<file path="src/rtl/spi_master.sv">
// spi_master: SPI mode-0 framed master for config (0xBF) and rotation-read (0x4C) frames; SPI_MASTER_NORESP_CHECK_EN adds no_response.
`timescale 1ns/1ps
module spi_master #(
  parameter int CLK_DIV = 4,
  parameter int GAP_CYCLES = 4
) (
  input  logic        clk,
  input  logic        rst,
  input  logic [47:0] cfg_data,
  input  logic        cfg_start,
  input  logic        rot_start,
  output logic        busy,
  output logic        done,
  output logic [15:0] rotation_out,
  output logic        rotation_valid,
`ifdef SPI_MASTER_NORESP_CHECK_EN
  output logic        no_response,
`endif
  output logic        sck,
  output logic        ss,
  output logic        mosi,
  input  logic        miso
);
  localparam int CMAX = CLK_DIV > GAP_CYCLES ? CLK_DIV : GAP_CYCLES;
  localparam int CW = $clog2(CMAX + 1);
  typedef enum logic [2:0] {IDLE, LOW, HIGH, HOLD, GAP} state_t;
  state_t state, state_n;
  logic [CW-1:0] cnt, cnt_n;
  logic [2:0] bit_cnt, bit_cnt_n, byte_cnt, byte_cnt_n;
  logic is_cfg, is_cfg_n;
  logic [55:0] tx, tx_n, frame;
  logic [15:0] rx, rx_n, rot_n;
  logic sck_n, ss_n, mosi_n, busy_n, done_n, rv_n;
  logic half_end, gap_end, last_bit, good;
`ifdef SPI_MASTER_NORESP_CHECK_EN
  logic nr_n;
  assign good = rx != 16'hFFFF;
`else
  assign good = 1'b1;
`endif
  assign frame = cfg_start ? {8'hBF, cfg_data[7:0], cfg_data[15:8], cfg_data[23:16], cfg_data[31:24],
                              cfg_data[39:32], cfg_data[47:40]} : {8'h4C, 48'hFFFF_FFFF_FFFF};
  assign half_end = cnt == CW'(CLK_DIV - 1);
  assign gap_end = cnt == CW'(GAP_CYCLES - 1);
  assign last_bit = &bit_cnt && byte_cnt == (is_cfg ? 3'd6 : 3'd2);
  always_comb begin
    state_n = state;
    cnt_n = cnt + 1'b1;
    bit_cnt_n = bit_cnt;
    byte_cnt_n = byte_cnt;
    is_cfg_n = is_cfg;
    tx_n = tx;
    rx_n = rx;
    rot_n = rotation_out;
    sck_n = sck;
    ss_n = ss;
    mosi_n = mosi;
    busy_n = busy;
    done_n = 1'b0;
    rv_n = 1'b0;
`ifdef SPI_MASTER_NORESP_CHECK_EN
    nr_n = 1'b0;
`endif
    case (state)
      IDLE: begin
        cnt_n = '0;
        if (cfg_start || rot_start) begin
          state_n = LOW;
          is_cfg_n = cfg_start;
          tx_n = frame;
          mosi_n = frame[55];
          ss_n = 1'b0;
          busy_n = 1'b1;
          bit_cnt_n = '0;
          byte_cnt_n = '0;
        end
      end
      LOW: if (half_end) begin
        cnt_n = '0;
        sck_n = 1'b1;
        rx_n = byte_cnt != 3'd0 ? {rx[14:0], miso} : rx;
        state_n = HIGH;
      end
      HIGH: if (half_end) begin
        cnt_n = '0;
        sck_n = 1'b0;
        state_n = last_bit ? HOLD : LOW;
        if (!last_bit) begin
          tx_n = tx << 1;
          mosi_n = tx[54];
          bit_cnt_n = bit_cnt + 3'd1;
          byte_cnt_n = &bit_cnt ? byte_cnt + 3'd1 : byte_cnt;
        end
      end
      HOLD: if (half_end) begin
        cnt_n = '0;
        ss_n = 1'b1;
        mosi_n = 1'b1;
        done_n = 1'b1;
        rv_n = !is_cfg && good;
        rot_n = !is_cfg && good ? {rx[7:0], rx[15:8]} : rotation_out;
`ifdef SPI_MASTER_NORESP_CHECK_EN
        nr_n = !is_cfg && !good;
`endif
        state_n = GAP;
      end
      GAP: if (gap_end) begin
        cnt_n = '0;
        busy_n = 1'b0;
        state_n = IDLE;
      end
      default: state_n = IDLE;
    endcase
  end
  always_ff @(posedge clk) begin
    if (rst) begin
      state <= IDLE;
      cnt <= '0;
      bit_cnt <= '0;
      byte_cnt <= '0;
      is_cfg <= 1'b0;
      tx <= '0;
      rx <= '0;
      rotation_out <= '0;
      sck <= 1'b0;
      ss <= 1'b1;
      mosi <= 1'b1;
      busy <= 1'b0;
      done <= 1'b0;
      rotation_valid <= 1'b0;
`ifdef SPI_MASTER_NORESP_CHECK_EN
      no_response <= 1'b0;
`endif
    end else begin
      state <= state_n;
      cnt <= cnt_n;
      bit_cnt <= bit_cnt_n;
      byte_cnt <= byte_cnt_n;
      is_cfg <= is_cfg_n;
      tx <= tx_n;
      rx <= rx_n;
      rotation_out <= rot_n;
      sck <= sck_n;
      ss <= ss_n;
      mosi <= mosi_n;
      busy <= busy_n;
      done <= done_n;
      rotation_valid <= rv_n;
`ifdef SPI_MASTER_NORESP_CHECK_EN
      no_response <= nr_n;
`endif
    end
  end
endmodule
</file>
<file path="config.mk">
export PLATFORM = sky130hd
export DESIGN_NAME = spi_master
export DESIGN_NICKNAME = d
export VERILOG_FILES = /design/src/rtl/spi_master.sv
export SDC_FILE = /design/constraint.sdc
export NUM_CORES = 1
export LEC_CHECK = 0
export ABC_AREA = 1
export BUFFER_PORTS_ARGS = -buffer_cell sky130_fd_sc_hd__buf_2
export CORE_MARGIN = 2
export CORE_UTILIZATION = 50
export CTS_BUF_LIST = sky130_fd_sc_hd__clkbuf_4 sky130_fd_sc_hd__clkbuf_8
export CTS_CLUSTER_SIZE = 8
export DETAILED_ROUTE_END_ITERATION = 12
export PLACE_DENSITY = 0.72
export REMOVE_ABC_BUFFERS = 1
export SETUP_SLACK_MARGIN = 0.3
export SLEW_MARGIN = 5
export SYNTH_ARGS = -nofsm -noshare
export SYNTH_HDL_FRONTEND = slang
export SYNTH_SLANG_ARGS = --single-unit
</file>
<file path="constraint.sdc">
create_clock -name clk -period 4.1 [get_ports clk]
set_input_delay 0.82 -clock clk [delete_from_list [all_inputs] [get_ports clk]]
set_output_delay 0.82 -clock clk [all_outputs]
set_load 0.01 [all_outputs]
</file>
* Word level (Yosys, flattened, before mapping) *
Cells that the tools add are included.

operators by class
  reductions and logical operators = 24
  mux-type cells = 35
  bitwise gates (word level) = 3
  equal/unequal tests = 13
  add/sub/neg operators = 3

operators by type and width
  operator                                                         number
  55-bit two-way mux                                               3
  55-bit one-hot mux with 2 select lines                           1
  56-bit two-way mux                                               1
  3-bit two-way mux                                                13
  3-bit one-hot mux with 2 select lines                            3
  3-bit AND reduction                                              6
  3-bit one-hot mux with 5 select lines                            1
  5-bit AND reduction                                              3
  2-bit inequality test, second input constant                     7
  3-bit by 1-bit adder with 3-bit output, second input constant    3
  3-bit by 2-bit == test with 1-bit output, second input constant  3
  1-bit two-way mux                                                8
  2-bit nonzero test                                               4
  1-bit one-hot mux with 2 select lines                            3
  3-bit nonzero test                                               2
  4-bit AND reduction                                              1
  4-bit OR reduction                                               1
  3-bit by 1-bit == test with 1-bit output, second input constant  1
  3-bit == test                                                    1
  3-bit == test, second input constant                             1
  3-bit logical NOT                                                1
  1-bit NOT                                                        3
  1-bit one-hot mux with 3 select lines                            1
  3-bit OR reduction                                               1
  6 further kinds                                                  6

word-level totals
  flip-flop bits (word level) = 106
  output and inout bits = 22
  logic and storage cells = 92
  input bits = 53

* Logic depth before layout (Yosys ltp) *
Gate-level depths: netlist of run 1.

  depth in word-level cells = 6
  gate-level depth with buffers = 12
  depth with buffers taken out = 11

* Least setup slack after synthesis of run 1 *
No wires, ideal clock.

  path kind = input -> register
  start = input cfg_start
  end = register tx[12]
  data arrival time = 1.665 ns
  setup time = 0.113 ns
  path buffers = 1
  cell stages on the path = 9
  required time = 3.987 ns
  slack = 2.322 ns
  cells stage by stage = nor2_1 -> nand3_1 -> nand2_1 -> inv_2 -> nand2_2 -> buf_2 -> nand2_1 -> nand2_1 -> nor2_1

between the ends
  word-level cells in the longest chain between the ends = 3
  elaborated cells between the ends (all ways) = 6
  classes of those cells = 1 x eq/ne; 3 x mux; 2 x reduce/logical

ends and longest elaborated chain
  what                                                                           line    source
  from (decl)                                                                    10      input logic cfg_start,
  56-bit two-way mux or 1-bit logical OR (tied branches)                         41, 67
  55-bit two-way mux or 2-bit inequality test (tied branches)                    --
  55-bit one-hot mux with 2 select lines or 4-bit AND reduction (tied branches)  --
  to (signal assigned)                                                           140     tx <= tx_n;
  to (decl)                                                                      31      logic [55:0] tx, tx_n, frame;

Parallel ways exist; a longest one is shown, timed or not. The select of a mux whose other input is x is not followed.
A chain may end at the register's enable or synchronous reset.

* Worst setup path in the final report of run 1 *
  start = register state[0]
  end = register tx[12]

between the ends
  word-level cells in the longest chain between the ends = 3
  elaborated cells between the ends (all ways) = 8
  classes of those cells = 4 x eq/ne; 1 x mux; 3 x reduce/logical

ends and longest elaborated chain
  what                                                                           line  source
  from (decl)                                                                    27    state_t state, state_n;
  from (signal assigned)                                                         135   state <= state_n;
  3-bit by 2-bit == test with 1-bit output or 3-bit logical NOT (tied branches)  64    case (state)
  2-bit inequality test (no line) or 2-bit nonzero test (tied branches)          --
  4-bit AND reduction (no line)                                                  --

Parallel ways exist; a longest one is shown, timed or not.

==> reports/summary.log, run 1 <==
qor: outcome.status complete, no violations
qor: setup_path.crit_path_max_fanout 52
qor: detailed_routing.first_iter_violations 222
qor: floorplan.die-height 99.78 um
qor: clock_network.number_of_buffers_inserted_by_hold_repair_at_cts 0
qor: global_routing.grt_antenna_before_repair 0
qor: pwr.share_of_total_power_in_combinational_logic 0.390
qor: synth.post_synthesis_cells 656
qor: global_routing.grt_max_degree 77
qor: layout.flow.area_growth_from_synthesis 12.11%
qor: synth.yosys.cell_types.count 25
qor: setup_path.path_depth 9
qor: layout.final-instance-count-excl-fill 821
qor: detailed_routing.routed-via-count 4176
qor: run.cap_viol_max_count 0
qor: timing.finalSetupViolCount 0
qor: pwr.power.internal 2131 uW
qor: clock_network.cts_htree_levels 3
qor: timing.finalCritPeriodShare 0.6383
qor: setup_path.worstPathRequired 4.36 ns
qor: floorplan.initial_utilization 0.5209
qor: floorplan.io-pin-count 75
qor: global_routing.grt_pass1_vias 3887
qor: pwr.power.share.switching 0.4088
qor: clock_network.cts.path.max_buffers 2
qor: placed_design.dpl_cell_area 4936 um^2
qor: setup_path.worst_r2r_startpoint state[0]$_SDFFE_PP0P_
qor: setup_path.gate_family_responsible_for_the_most_delay_along_the_worst_path buffers and inverters
qor: worst_hold_path.timing.hold.worst.class flop to flop
qor: placed_design.portBuffers 74
qor: setup_path.r2r-end tx[12]$_SDFFE_PP0P_
qor: synth.syn_area 4587 um^2
qor: floorplan.die_area 9956 um^2
qor: timing.timing.final.max_slew_violations 0
qor: clock_network.clock_insertion_delay_worst_skew 0.37 ns
qor: setup_path.timing.critical_path.to tx[12]$_SDFFE_PP0P_
qor: synth.synthesis.area_per_instance 6.992 um^2
qor: layout.nNetsFinal 769
qor: pwr.total_switching_power 1474 uW
qor: pwr.power.clock.fraction 0.185
qor: clock_network.cts.clk_slew.worst_paths 0.10 ns
qor: clock_network.post_cts.repair.setup_buffers 0
qor: synth.synth.yosys.warnings 0
qor: layout.share_of_post_route_cells_with_drive_strength_above_1 0.1529
qor: timing.worst_slew_margin_rel 0.5175
qor: pwr.power.density_cell_area 701.0 nW/um^2
qor: layout.finish.utilization 0.5840
qor: placed_design.dp.final_hpwl 6345 um
qor: layout.highest_count_cells_in_the_layout_ignoring_fill_and_taps nor2_1, nand2_1, dfxtp_1, buf_2, o21ai_0
qor: detailed_routing.routed_wire_length 9824 um
qor: setup_path.reg2reg_depth 9
qor: setup_path.timing.critical_path.cells inv_1 > nand2_1 > buf_4 > nand2_1 > buf_4 > nor2_1 > a21oi_1 > nor2_1 > nor2_1
qor: synth.ys_seq_area_frac 0.4626
qor: setup_path.setup.worst_path.start state[0]$_SDFFE_PP0P_
qor: setup_path.critical_path_class flop to flop
qor: setup_path.critical_path_arrival 2.88 ns
qor: clock_network.cts_tree built
qor: layout.final_cell_area 5142 um^2
qor: timing.finalHoldViolations 0
qor: pwr.total_leakage_power 0.002463 uW
qor: layout.antenna_diode_count 0
qor: detailed_routing.average_routed_wire_per_standard_cell 11.97 um
qor: clock_network.cts_repair_resize_count 0
qor: setup_path.max_stage_delay 0.57 ns
qor: clock_network.cts-buffers-inserted 9
qor: pwr.sequentialPowerShare 0.425
qor: timing.timing.setup.tns 0 ns
qor: timing.timing_worst_slew_pin_value 0.7237 ns
qor: timing.fin_crit 2.617 ns
qor: global_routing.global_route.overflow_total 0
qor: timing.rsz0062_at_grt false
qor: setup_path.cp_common_cell nor2_1
qor: setup_path.setup.reg_to_reg.worst_slack 1.48 ns
qor: pwr.peak_supply_drop 391.2 uV
qor: timing.final.setup_skew 0.01213 ns
qor: setup_path.worstPathBufferInverterCount 3
qor: synth.yosys_register_bits 106
qor: detailed_routing.count_of_tritonroute_iterations_in_the_first_routing_pass 4
qor: floorplan.die-width 99.78 um
qor: floorplan.core.rowCount 34
qor: setup_path.critical_path.slowest_cell nand2_1
qor: clock_network.clock_sinks 106
qor: floorplan.core_region_area 8806 um^2
qor: layout.layout_commonest_cell nor2_1
qor: placed_design.placed_cells 805
qor: global_routing.grt_first_pass_wirelength 16750 um
qor: detailed_routing.routed_via_density 5.086
qor: placed_design.place_congestion 0.8868
qor: clock_network.clock-root-buffer clkbuf_8
qor: layout.filler_cell_count 855
qor: detailed_routing.drc 0
qor: setup_path.start_kind flop
qor: timing.achievable-frequency 0.3821 GHz
qor: global_routing.globalRouteTotalUtil 0.2017
qor: detailed_routing.drtAntennaViolNets 0
qor: setup_path.worst_setup_path_end_kind flop
## how the worst min path moves through the flow
stage | to | slack [ns] | cells after the start | startpoint
after floorplan | cnt[0]$_SDFF_PP0_ | 0.40 | 1 | cnt[0]$_SDFF_PP0_
after global placement | cnt[0]$_SDFF_PP0_ | 0.42 | 1 | cnt[0]$_SDFF_PP0_
after detailed placement | cnt[0]$_SDFF_PP0_ | 0.43 | 1 | cnt[0]$_SDFF_PP0_
after CTS | cnt[0]$_SDFF_PP0_ | 0.44 | 1 | cnt[0]$_SDFF_PP0_
after global routing | cnt[0]$_SDFF_PP0_ | 0.46 | 1 | cnt[0]$_SDFF_PP0_
final | cnt[0]$_SDFF_PP0_ | 0.44 | 1 | cnt[0]$_SDFF_PP0_
## metal layers
layer | vias up | GRT usage | part of all wire
li1 | 2202 | - | -
met1 | 1887 | 0.2564 | 0.48
met2 | 76 | 0.3441 | 0.47
met3 | 11 | 0.04875 | 0.045
met4 | 0 | 0.05479 | 0.010
met5 | - | 0 | 0
## registers in the layout, indices dropped and copies added (netlist names)
name	count
bit_cnt	3
busy	1
byte_cnt	3
cnt	3
done	1
is_cfg	1
mosi	1
rotation_out	16
rotation_valid	1
rx	16
sck	1
ss	1
state	3
tx	55
## per-stage QoR
step	power [uW]	setup WS [ns]	hold WS (ns)
4_1_cts	3620	1.558	0.4406
3_3_place_gp	2886	1.648	0.4176
2_1_floorplan	2620	1.108	0.4047
3_5_place_dp	2948	1.597	0.4263
6_report	3605	1.483	0.4376
5_1_grt	3931	1.241	0.4612
## synth_stat cells (all sizes together)
cell type / number / area [um^2]
o22a: 10 / 87.58
dfxtp: 106 / 2122
a21oi: 20 / 103.9
nand2: 142 / 535.5
nand3b: 2 / 15.01
o22ai: 33 / 206.5
buf: 24 / 145.1
nand4: 1 / 6.260
nor3: 2 / 10.01
inv: 35 / 131.4
nand3: 13 / 65.06
nor2: 197 / 749.5
or2: 2 / 12.51
a211oi: 1 / 7.510
o21ai: 45 / 225.2
ha: 8 / 100.1
clkbuf: 13 / 48.80
o211ai: 2 / 15.01
## cell type report
type	instances	area, um^2	share of cell area
multi-input cells	478	2147	0.4175
flip-flops and latches	106	2122	0.4127
repair buffers	78	400.4	0.07786
well taps	108	135.1	0.02628
inverters	35	131.4	0.02555
clock buffers	9	123.9	0.02409
clock inverters	7	82.58	0.01606
## power by group through the flow
stage | Sequential, uW | Combinational [uW] | Clock (uW)
2_1_floorplan | 1520 | 1110 | 0
3_3_place_gp | 1540 | 1350 | 0
3_5_place_dp | 1550 | 1400 | 0
4_1_cts | 1530 | 1410 | 684
5_1_grt | 1570 | 1630 | 733
6_report | 1530 | 1410 | 667
## kinds of logic after synthesis
kind of cell / synth area share
simple gates: 0.3039
compound gates: 0.1408
flops: 0.4626
buf+inv: 0.07092
fa+ha+maj: 0.02182
Note: power is estimated with default switching activity, not from simulation.
==> run 2, diff against run 1 <==
- ABC_AREA: 1 -> 0
- PLACE_DENSITY: 0.72 -> 0.74
- clock period: 4.1 -> 2.3 ns (I/O delays scaled with it)
==> reports/summary.log, run 2 <==
qor: outcome.status complete, no violations
qor: timing.rsz0062_at_grt true
qor: synth.netlist_top_cells_count dfxtp_1, nor3_1, nand3b_1
qor: setup_path.setup.worst_path.start bit_cnt[0]$_SDFFE_PP0P_
qor: timing.finalCritPeriodShare 0.8231 [+0.1848]
qor: layout.max_flop_register tx
qor: detailed_routing.met3_length 518 um [+17%]
qor: synth.synth_async_sr_flop_share 0 [unchanged]
qor: clock_network.cts_tree built
qor: setup_path.reg2reg_depth 7 [-2]
qor: synth.netlist.area_leader.share 0.4240 [-0.03863]
qor: detailed_routing.met1_length 4880 um [+4.1%]
qor: clock_network.cts.clk_slew.worst_paths 0.10 ns [about the same]
qor: layout.largest_reg_flops 55 [unchanged]
qor: global_routing.globalRouteTotalUtil 0.1993 [-0.002427]
qor: pwr.total_switching_power 951.1 uW [-35%]
qor: setup_path.timing.critical_path.to tx[6]$_SDFFE_PP0P_
qor: synth.yosys.cell_types.count 44 [+76%]
qor: global_routing.grt_antenna_before_repair 0 [unchanged]
qor: setup_path.worst_setup_path_end_kind flop
qor: synth.ys_top_cells_by_area dfxtp_1, a211oi_2, nand3b_1
qor: timing.timing_worst_slew_pin_value 0.7063 ns [-0.01743 ns]
qor: worst_hold_path.hold_depth 3 [+2]
qor: pwr.power.clock.fraction 0.321 [+0.136]
qor: run.cap_viol_max_count 0 [unchanged]
qor: pwr.total_leakage_power 0.002228 uW [-9.5%]
qor: global_routing.grt_first_pass_wirelength 18200 um [+8.6%]
qor: detailed_routing.max_layer_used met4
qor: timing.finalSetupViolCount 0 [unchanged]
qor: placed_design.place_congestion 0.8035 [-9.4%]
qor: setup_path.worstPathRequired 2.57 ns [-1.79 ns]
qor: detailed_routing.routed_wire_length 10680 um [+8.7%]
qor: clock_network.cts.path.max_buffers 2 [unchanged]
qor: synth.post_synthesis_cells 551 [-16%]
qor: setup_path.critical_path_class flop to flop
qor: floorplan.die_area 10830 um^2 [+8.7%]
qor: synth.synth_ff_type dfxtp_1
qor: layout.highest_count_cells_in_the_layout_ignoring_fill_and_taps dfxtp_1, buf_2, nor3_1, nand3b_1, nand2_1
qor: pwr.sequentialPowerShare 0.552 [+0.127]
qor: synth.yosys_register_bits 106 [unchanged]
qor: clock_network.clock_insertion_delay_worst_skew 0.37 ns [about the same]
qor: detailed_routing.first_iter_violations 223 [+0.45%]
qor: floorplan.io-pin-count 75 [unchanged]
qor: synth.synthesis.area_per_instance 9.083 um^2 [+30%]
qor: detailed_routing.drtAntennaViolNets 0 [unchanged]
qor: detailed_routing.drc 0 [unchanged]
qor: placed_design.dp.final_hpwl 6929 um [+9.2%]
qor: detailed_routing.routed-via-count 4160 [-0.38%]
qor: pwr.final_total_power 3608 uW [about the same]
qor: placed_design.portBuffers 74 [unchanged]
qor: layout.nNetsFinal 662 [-14%]
qor: worst_hold_path.timing.hold.worst.class input pin to flop
qor: pwr.peak_supply_drop 472.6 uV [+21%]
qor: synth.synth.yosys.warnings 0 [unchanged]
qor: detailed_routing.routed_via_density 5.629 [+11%]
qor: pwr.power.share.switching 0.2636 [-0.1452]
qor: setup_path.critical_path_arrival 2.16 ns [-0.72 ns]
qor: timing.timing.final.max_slew_violations 0 [unchanged]
qor: layout.share_of_post_route_cells_with_drive_strength_above_1 0.2723 [+0.1194]
qor: floorplan.core.rowCount 36 [+5.9%]
qor: floorplan.die-height 104.0 um [+4.3%]
qor: detailed_routing.route.met2.wl 5181 um [+13%]
qor: timing.timing.setup.tns 0 ns [unchanged]
qor: timing.fin_crit 1.893 ns [-0.7238 ns]
qor: detailed_routing.average_routed_wire_per_standard_cell 14.45 um [+21%]
qor: floorplan.core_region_area 9729 um^2 [+10%]
qor: synth.post-synth-top-count-cell dfxtp_1
qor: clock_network.cts_htree_levels 3 [unchanged]
qor: timing.worst_slew_margin_rel 0.5291 [+0.01162]
qor: setup_path.r2r-end tx[6]$_SDFFE_PP0P_
qor: setup_path.setup.reg_to_reg.worst_slack 0.41 ns [-1.08 ns]
qor: setup_path.worst_r2r_startpoint bit_cnt[0]$_SDFFE_PP0P_
qor: global_routing.grt_pass1_vias 3990 [+2.6%]
qor: layout.final-instance-count-excl-fill 739 [-10%]
qor: layout.flow.area_growth_from_synthesis 13.97%
qor: synth.synth_top_area_cell dfxtp_1
qor: layout.layout_commonest_cell dfxtp_1
qor: clock_network.clock_sinks 106 [unchanged]
qor: synth.post_synth_edffs 0 [unchanged]
qor: floorplan.die-width 104.0 um [+4.3%]
qor: placed_design.placed_cells 721 [-10%]
qor: timing.achievable-frequency 0.5282 GHz [+38%]
qor: clock_network.clock-root-buffer clkbuf_8
qor: detailed_routing.count_of_tritonroute_iterations_in_the_first_routing_pass 4 [unchanged]
qor: layout.finish.utilization 0.5863 [+0.002318]
qor: timing.finalHoldViolations 0 [unchanged]
qor: synth.syn_area 5005 um^2 [+9.1%]
qor: pwr.power.internal 2657 uW [+25%]
qor: layout.layout_top_registers tx: 55 flops, rotation_out: 16 flops, rx: 16 flops
qor: global_routing.global_route.overflow_total 0 [unchanged]
qor: timing.final.setup_skew 0.01165 ns [-0.0004772 ns]
qor: pwr.power.density_cell_area 632.6 nW/um^2 [-9.8%]
qor: pwr.share_of_total_power_in_combinational_logic 0.126 [-0.264]
qor: setup_path.crit_path_max_fanout 24 [-54%]
qor: setup_path.start_kind flop
qor: timing.timing.hold.ws 0.3424 ns [-0.09519 ns]
qor: synth.ys_seq_area_frac 0.4240 [-0.03863]
qor: layout.antenna_diode_count 0 [unchanged]
qor: floorplan.initial_utilization 0.5144 [-0.006483]
qor: clock_network.cts-buffers-inserted 9 [unchanged]
qor: layout.filler_cell_count 914 [+6.9%]
qor: global_routing.grt_max_degree 67 [-13%]
[run 2: cell count changes in the layout (fill, tap and decap cells not counted), sizes merged, moves of 17 or more]
cell and change:
buf +17, nand2 -96, nor3 +57, nand3b +48
nor2 -164, o22ai -33, a211oi +47, mux2i +17
inv -31
[run 2: kinds of logic after synthesis]
| family | Yosys count | synth area share |
|---|---|---|
| and+or+nand+nor | 210 | 0.2243 |
| xor gates and xnor gates | 1 | 0.003251 |
| adders and majority gates | 8 | 0.02000 |
| buffers and inverters | 62 | 0.06600 |
| AOI/OAI and AO/OA | 147 | 0.2285 |
| muxes | 17 | 0.03400 |
| DFF | 106 | 0.4240 |
[run 2: metal layers]
| layer | vias up | global-route usage |
|---|---|---|
| li1 | 2092 | - |
| met1 | 1966 | 0.2567 |
| met2 | 90 | 0.3383 |
| met3 | 12 | 0.04073 |
| met4 | 0 | 0.05695 |
| met5 | - | 0 |
[run 2: cell type report]
type | instances | area, um^2 | area share
Sequential cell | 106 | 2122 | 0.3720
Inverter | 6 | 22.52 | 0.003948
Timing Repair Buffer | 95 | 630.6 | 0.1106
Multi-Input combinational cell | 383 | 2562 | 0.4492
Clock inverter | 7 | 76.32 | 0.01338
Tap cell | 133 | 166.4 | 0.02917
Clock buffer | 9 | 123.9 | 0.02172
[run 2: how the worst min path moves through the flow]
| stage | startpoint | to | slack, ns |
|---|---|---|---|
| 6_report | miso | rx[0]$_SDFFE_PP0P_ | 0.34 |
| 5_1_grt | miso | rx[0]$_SDFFE_PP0P_ | 0.35 |
| 4_1_cts | miso | rx[0]$_SDFFE_PP0P_ | 0.34 |
| 3_5_place_dp | cnt[0]$_SDFF_PP0_ | cnt[0]$_SDFF_PP0_ | 0.43 |
| 3_3_place_gp | cnt[0]$_SDFF_PP0_ | cnt[0]$_SDFF_PP0_ | 0.42 |
| 2_1_floorplan | cnt[0]$_SDFF_PP0_ | cnt[0]$_SDFF_PP0_ | 0.40 |
[run 2: power groups by stage]
stage,Clock [uW],Sequential [uW],Combinational [uW]
floorplan,0,2020,283
global placement,0,2030,438
detailed placement,0,2030,457
CTS,1190,1990,459
global route,1260,2000,506
finish,1160,1990,455
[run 2: metrics by stage]
step           setup WS (ns)  instance area, um^2
2_1_floorplan        -0.5315                 4697
3_3_place_gp          0.3963                 5483
3_5_place_dp          0.3347                 5483
4_1_cts               0.3166                 5683
5_1_grt               0.2837                 5704
6_report              0.4069                 5704
[run 2: critical path, cell delays in order (launching register included)]
cell      delay, ns
dfxtp_1        0.34
ha_1           0.20
ha_1           0.21
nand2_1        0.18
o2111a_2       0.38
buf_12         0.21
nor3_1         0.06
a211oi_1       0.24
[run 2: what timing repair did]
action	in CTS	in global routing
setup buffers	0	2
resized for setup	0	2
setup endpoints to repair	0	57
hold buffers	0	0
==> run 3, diff against run 2 <==
- ABC_AREA: 0 -> 1
- PLACE_DENSITY: 0.74 -> 0.75
- clock period: 2.3 -> 1.7 ns (I/O delays scaled with it)
==> reports/summary.log, run 3 (synthesized netlist as in run 1, its figures left out) <==
qor: clock_network.clock-root-buffer clkbuf_8
qor: detailed_routing.drc 0 [unchanged]
qor: global_routing.grt_pass1_vias 4595 [+15%]
qor: layout.layout.area.seq 2135 um^2 [+0.59%]
qor: layout.share_of_post_route_cells_with_drive_strength_above_1 0.3657 [+0.09338]
qor: setup_path.start_kind flop
qor: timing.timing.final.max_slew_violations 0 [unchanged]
qor: pwr.total_switching_power 5127 uW [+440%]
qor: global_routing.grt_max_degree 35 [-48%]
qor: layout.layout_commonest_cell nor2_1
qor: timing.final.setup_skew 0.01104 ns [-0.0006070 ns]
qor: outcome.failed_checks setup timing
qor: layout.multiInputGateArea 2691 um^2 [+5.0%]
qor: timing.achievable-frequency 0.5672 GHz [+7.4%]
qor: detailed_routing.average_routed_wire_per_standard_cell 15.37 um [+6.3%]
qor: timing.finalHoldViolations 0 [unchanged]
qor: setup_path.worst_r2r_startpoint bit_cnt[1]$_SDFFE_PP0P_
qor: setup_path.path_depth 13 [+6]
qor: timing.fin_crit 1.763 ns [-0.1301 ns]
qor: pwr.power.density_cell_area 1906 nW/um^2 [+200%]
qor: pwr.share_of_total_power_in_combinational_logic 0.569 [+0.443]
qor: outcome.status finished with violations
qor: clock_network.cts.clk_slew.worst_paths 0.11 ns [about the same]
qor: detailed_routing.routed_via_density 5.470 [-2.8%]
qor: run.cap_viol_max_count 0 [unchanged]
qor: placed_design.place_congestion 0.8982 [+12%]
qor: pwr.power.share.switching 0.4143 [+0.1508]
qor: detailed_routing.first_iter_violations 283 [+27%]
qor: pwr.power.internal 7247 uW [+170%]
qor: layout.layout_top_registers tx: 55 flops, rotation_out: 16 flops, rx: 16 flops
qor: setup_path.r2r-end tx[9]$_SDFFE_PP0P_
qor: setup_path.max_stage_delay 0.35 ns [-0.03 ns]
qor: floorplan.die-height 99.78 um [-4.1%]
qor: pwr.total_leakage_power 0.002986 uW [+34%]
qor: floorplan.initial_utilization 0.5209 [+0.006483]
qor: setup_path.critical_path_class flop to flop
qor: detailed_routing.routed-via-count 4764 [+15%]
qor: worst_hold_path.timing.hold.worst.class input pin to flop
qor: timing.rsz0062_at_grt true
qor: setup_path.setup.worst_path.start bit_cnt[1]$_SDFFE_PP0P_
qor: floorplan.die_area 9956 um^2 [-8.0%]
qor: setup_path.worstPathBufferInverterCount 4 [+3]
qor: floorplan.core_region_area 8806 um^2 [-9.5%]
qor: layout.flow.area_growth_from_synthesis 41.54%
qor: global_routing.grt_antenna_before_repair 0 [unchanged]
qor: layout.highest_count_cells_in_the_layout_ignoring_fill_and_taps nor2_1, dfxtp_1, nand2_1, buf_2, nand2_2
qor: floorplan.die-width 99.78 um [-4.1%]
qor: global_routing.global_route.overflow_total 0 [unchanged]
qor: clock_network.cts-buffers-inserted 9 [unchanged]
qor: timing.final_worst_setup_slack -0.06300 ns [-0.4699 ns]
qor: layout.largest_reg_flops 55 [unchanged]
qor: floorplan.io-pin-count 75 [unchanged]
qor: pwr.peak_supply_drop 1133 uV [+140%]
qor: layout.max_flop_register tx
qor: pwr.sequentialPowerShare 0.302 [-0.250]
qor: timing.finalSetupViolCount 42 [+42]
qor: clock_network.clock_insertion_delay_worst_skew 0.37 ns [about the same]
qor: setup_path.critical_path.slowest_cell dfxtp_2
qor: timing.finalCritPeriodShare 1.037 [+0.2140]
qor: detailed_routing.drtAntennaViolNets 0 [unchanged]
qor: timing.timing_worst_slew_pin_value 0.4534 ns [-0.2529 ns]
qor: timing.worst_slew_margin_rel 0.6973 [+0.1682]
qor: placed_design.dp.final_hpwl 6716 um [-3.1%]
qor: clock_network.clock_sinks 106 [unchanged]
qor: clock_network.cts_htree_levels 3 [unchanged]
qor: detailed_routing.count_of_tritonroute_iterations_in_the_first_routing_pass 5 [+1]
qor: layout.nNetsFinal 819 [+24%]
qor: setup_path.critical_path_arrival 2.04 ns [-0.12 ns]
qor: worst_hold_path.hold_depth 3 [unchanged]
qor: setup_path.timing.critical_path.to tx[9]$_SDFFE_PP0P_
qor: layout.final_cell_area 6492 um^2 [+14%]
qor: layout.antenna_diode_count 0 [unchanged]
qor: layout.filler_cell_count 597 [-35%]
qor: clock_network.cts_tree built
qor: pwr.power.clock.fraction 0.129 [-0.192]
qor: placed_design.dpl_cell_area 5196 um^2 [-5.2%]
qor: setup_path.cp_common_cell buf_12
qor: clock_network.cts.path.max_buffers 2 [unchanged]
qor: setup_path.worstPathRequired 1.98 ns [-0.59 ns]
qor: global_routing.globalRouteTotalUtil 0.2612 [+0.06196]
qor: clock_network.number_of_buffers_inserted_by_hold_repair_at_cts 0 [unchanged]
qor: setup_path.reg2reg_depth 13 [+6]
qor: global_routing.grt_first_pass_wirelength 21130 um [+16%]
qor: setup_path.crit_path_max_fanout 6 [-75%]
qor: layout.finish.utilization 0.7373 [+0.1510]
qor: setup_path.worst_setup_path_end_kind flop
qor: detailed_routing.routed_wire_length 13380 um [+25%]
qor: floorplan.core.rowCount 34 [-5.6%]
qor: setup_path.setup.reg_to_reg.worst_slack -0.06 ns [-0.47 ns]
qor: setup_path.gate_family_responsible_for_the_most_delay_along_the_worst_path buffers and inverters
qor: setup_path.timing.critical_path.cells ha_4 > ha_4 > nand2_2 > inv_2 > nand3_4 > nand2_4 > a21oi_4 > buf_12 > buf_12 > buf_12 > nand2_2 > nand2_1 > nor2_1
qor: placed_design.portBuffers 74 [unchanged]
run 3: cell count changes in the layout (fill, tap and decap cells not counted), sizes merged, moves of 10 or more:
cell / before / now
a211oi: 48 / 1
buf: 95 / 126
inv: 8 / 36
mux2i: 17 / 0
nand2: 46 / 142
nand3b: 50 / 2
nor2: 33 / 197
nor3: 59 / 2
o22a: 0 / 10
o22ai: 0 / 33
run 3: repair_timing:
item	4_1_cts	5_1_grt
resized for setup	152	68
endpoints found under the setup margin	99	102
buffers inserted	15	4
pin swaps	42	48
cloned	10	2
run 3: final cells by class:
class | count | area share
clock buffer | 9 | 0.01908
clock inverter | 7 | 0.01195
inverter | 35 | 0.02255
multi-input combinational | 478 | 0.4145
sequential | 106 | 0.3288
tap | 108 | 0.02081
timing repair buffer | 128 | 0.1823
run 3: how the worst min path moves through the flow:
stage / from / to / slack (ns)
6_report: miso / rx[0]$_SDFFE_PP0P_ / 0.19
5_1_grt: miso / rx[0]$_SDFFE_PP0P_ / 0.22
4_1_cts: miso / rx[0]$_SDFFE_PP0P_ / 0.19
3_5_place_dp: cnt[0]$_SDFF_PP0_ / cnt[0]$_SDFF_PP0_ / 0.43
3_3_place_gp: cnt[0]$_SDFF_PP0_ / cnt[0]$_SDFF_PP0_ / 0.41
2_1_floorplan: cnt[0]$_SDFF_PP0_ / cnt[0]$_SDFF_PP0_ / 0.40
run 3: per-layer routing:
layer / GRT usage / wire [um] / vias to the layer above
li1: - / - / 2320
met1: 0.3231 / 5539 / 2250
met2: 0.4459 / 6895 / 177
met3: 0.04805 / 770 / 17
met4: 0.1149 / 179 / 0
met5: 0 / 0 / -
run 3: worst min-delay path: cells and delay by family:
kind / cells / cell delay (ns)
buffers and inverters: 1 / 0.09
AOI/OAI and AO/OA: 1 / 0.05
and+or+nand+nor: 1 / 0.06
run 3: per-stage QoR:
step                      TNS [ns]  hold slack [ns]  setup slack, ns  total power (uW)  std cells
final                       -1.097           0.1945         -0.06300             12370        871
after floorplan             -78.16           0.4047           -1.292              6063        619
after global routing        -6.240           0.2176          -0.1605             13150        871
after CTS                  -0.5136           0.1919         -0.03808             11370        865
after global placement      -1.274           0.4149         -0.05652              7385        824
after detailed placement    -4.669           0.4313          -0.1942              7551        824
run 3: power groups by stage:
| stage | registers (uW) | clock network, uW | logic, uW |
|---|---|---|---|
| 2_1_floorplan | 3580 | 0 | 2480 |
| 3_3_place_gp | 3700 | 0 | 3680 |
| 3_5_place_dp | 3730 | 0 | 3820 |
| 4_1_cts | 3700 | 1610 | 6050 |
| 5_1_grt | 3800 | 1720 | 7630 |
| 6_report | 3740 | 1590 | 7040 |
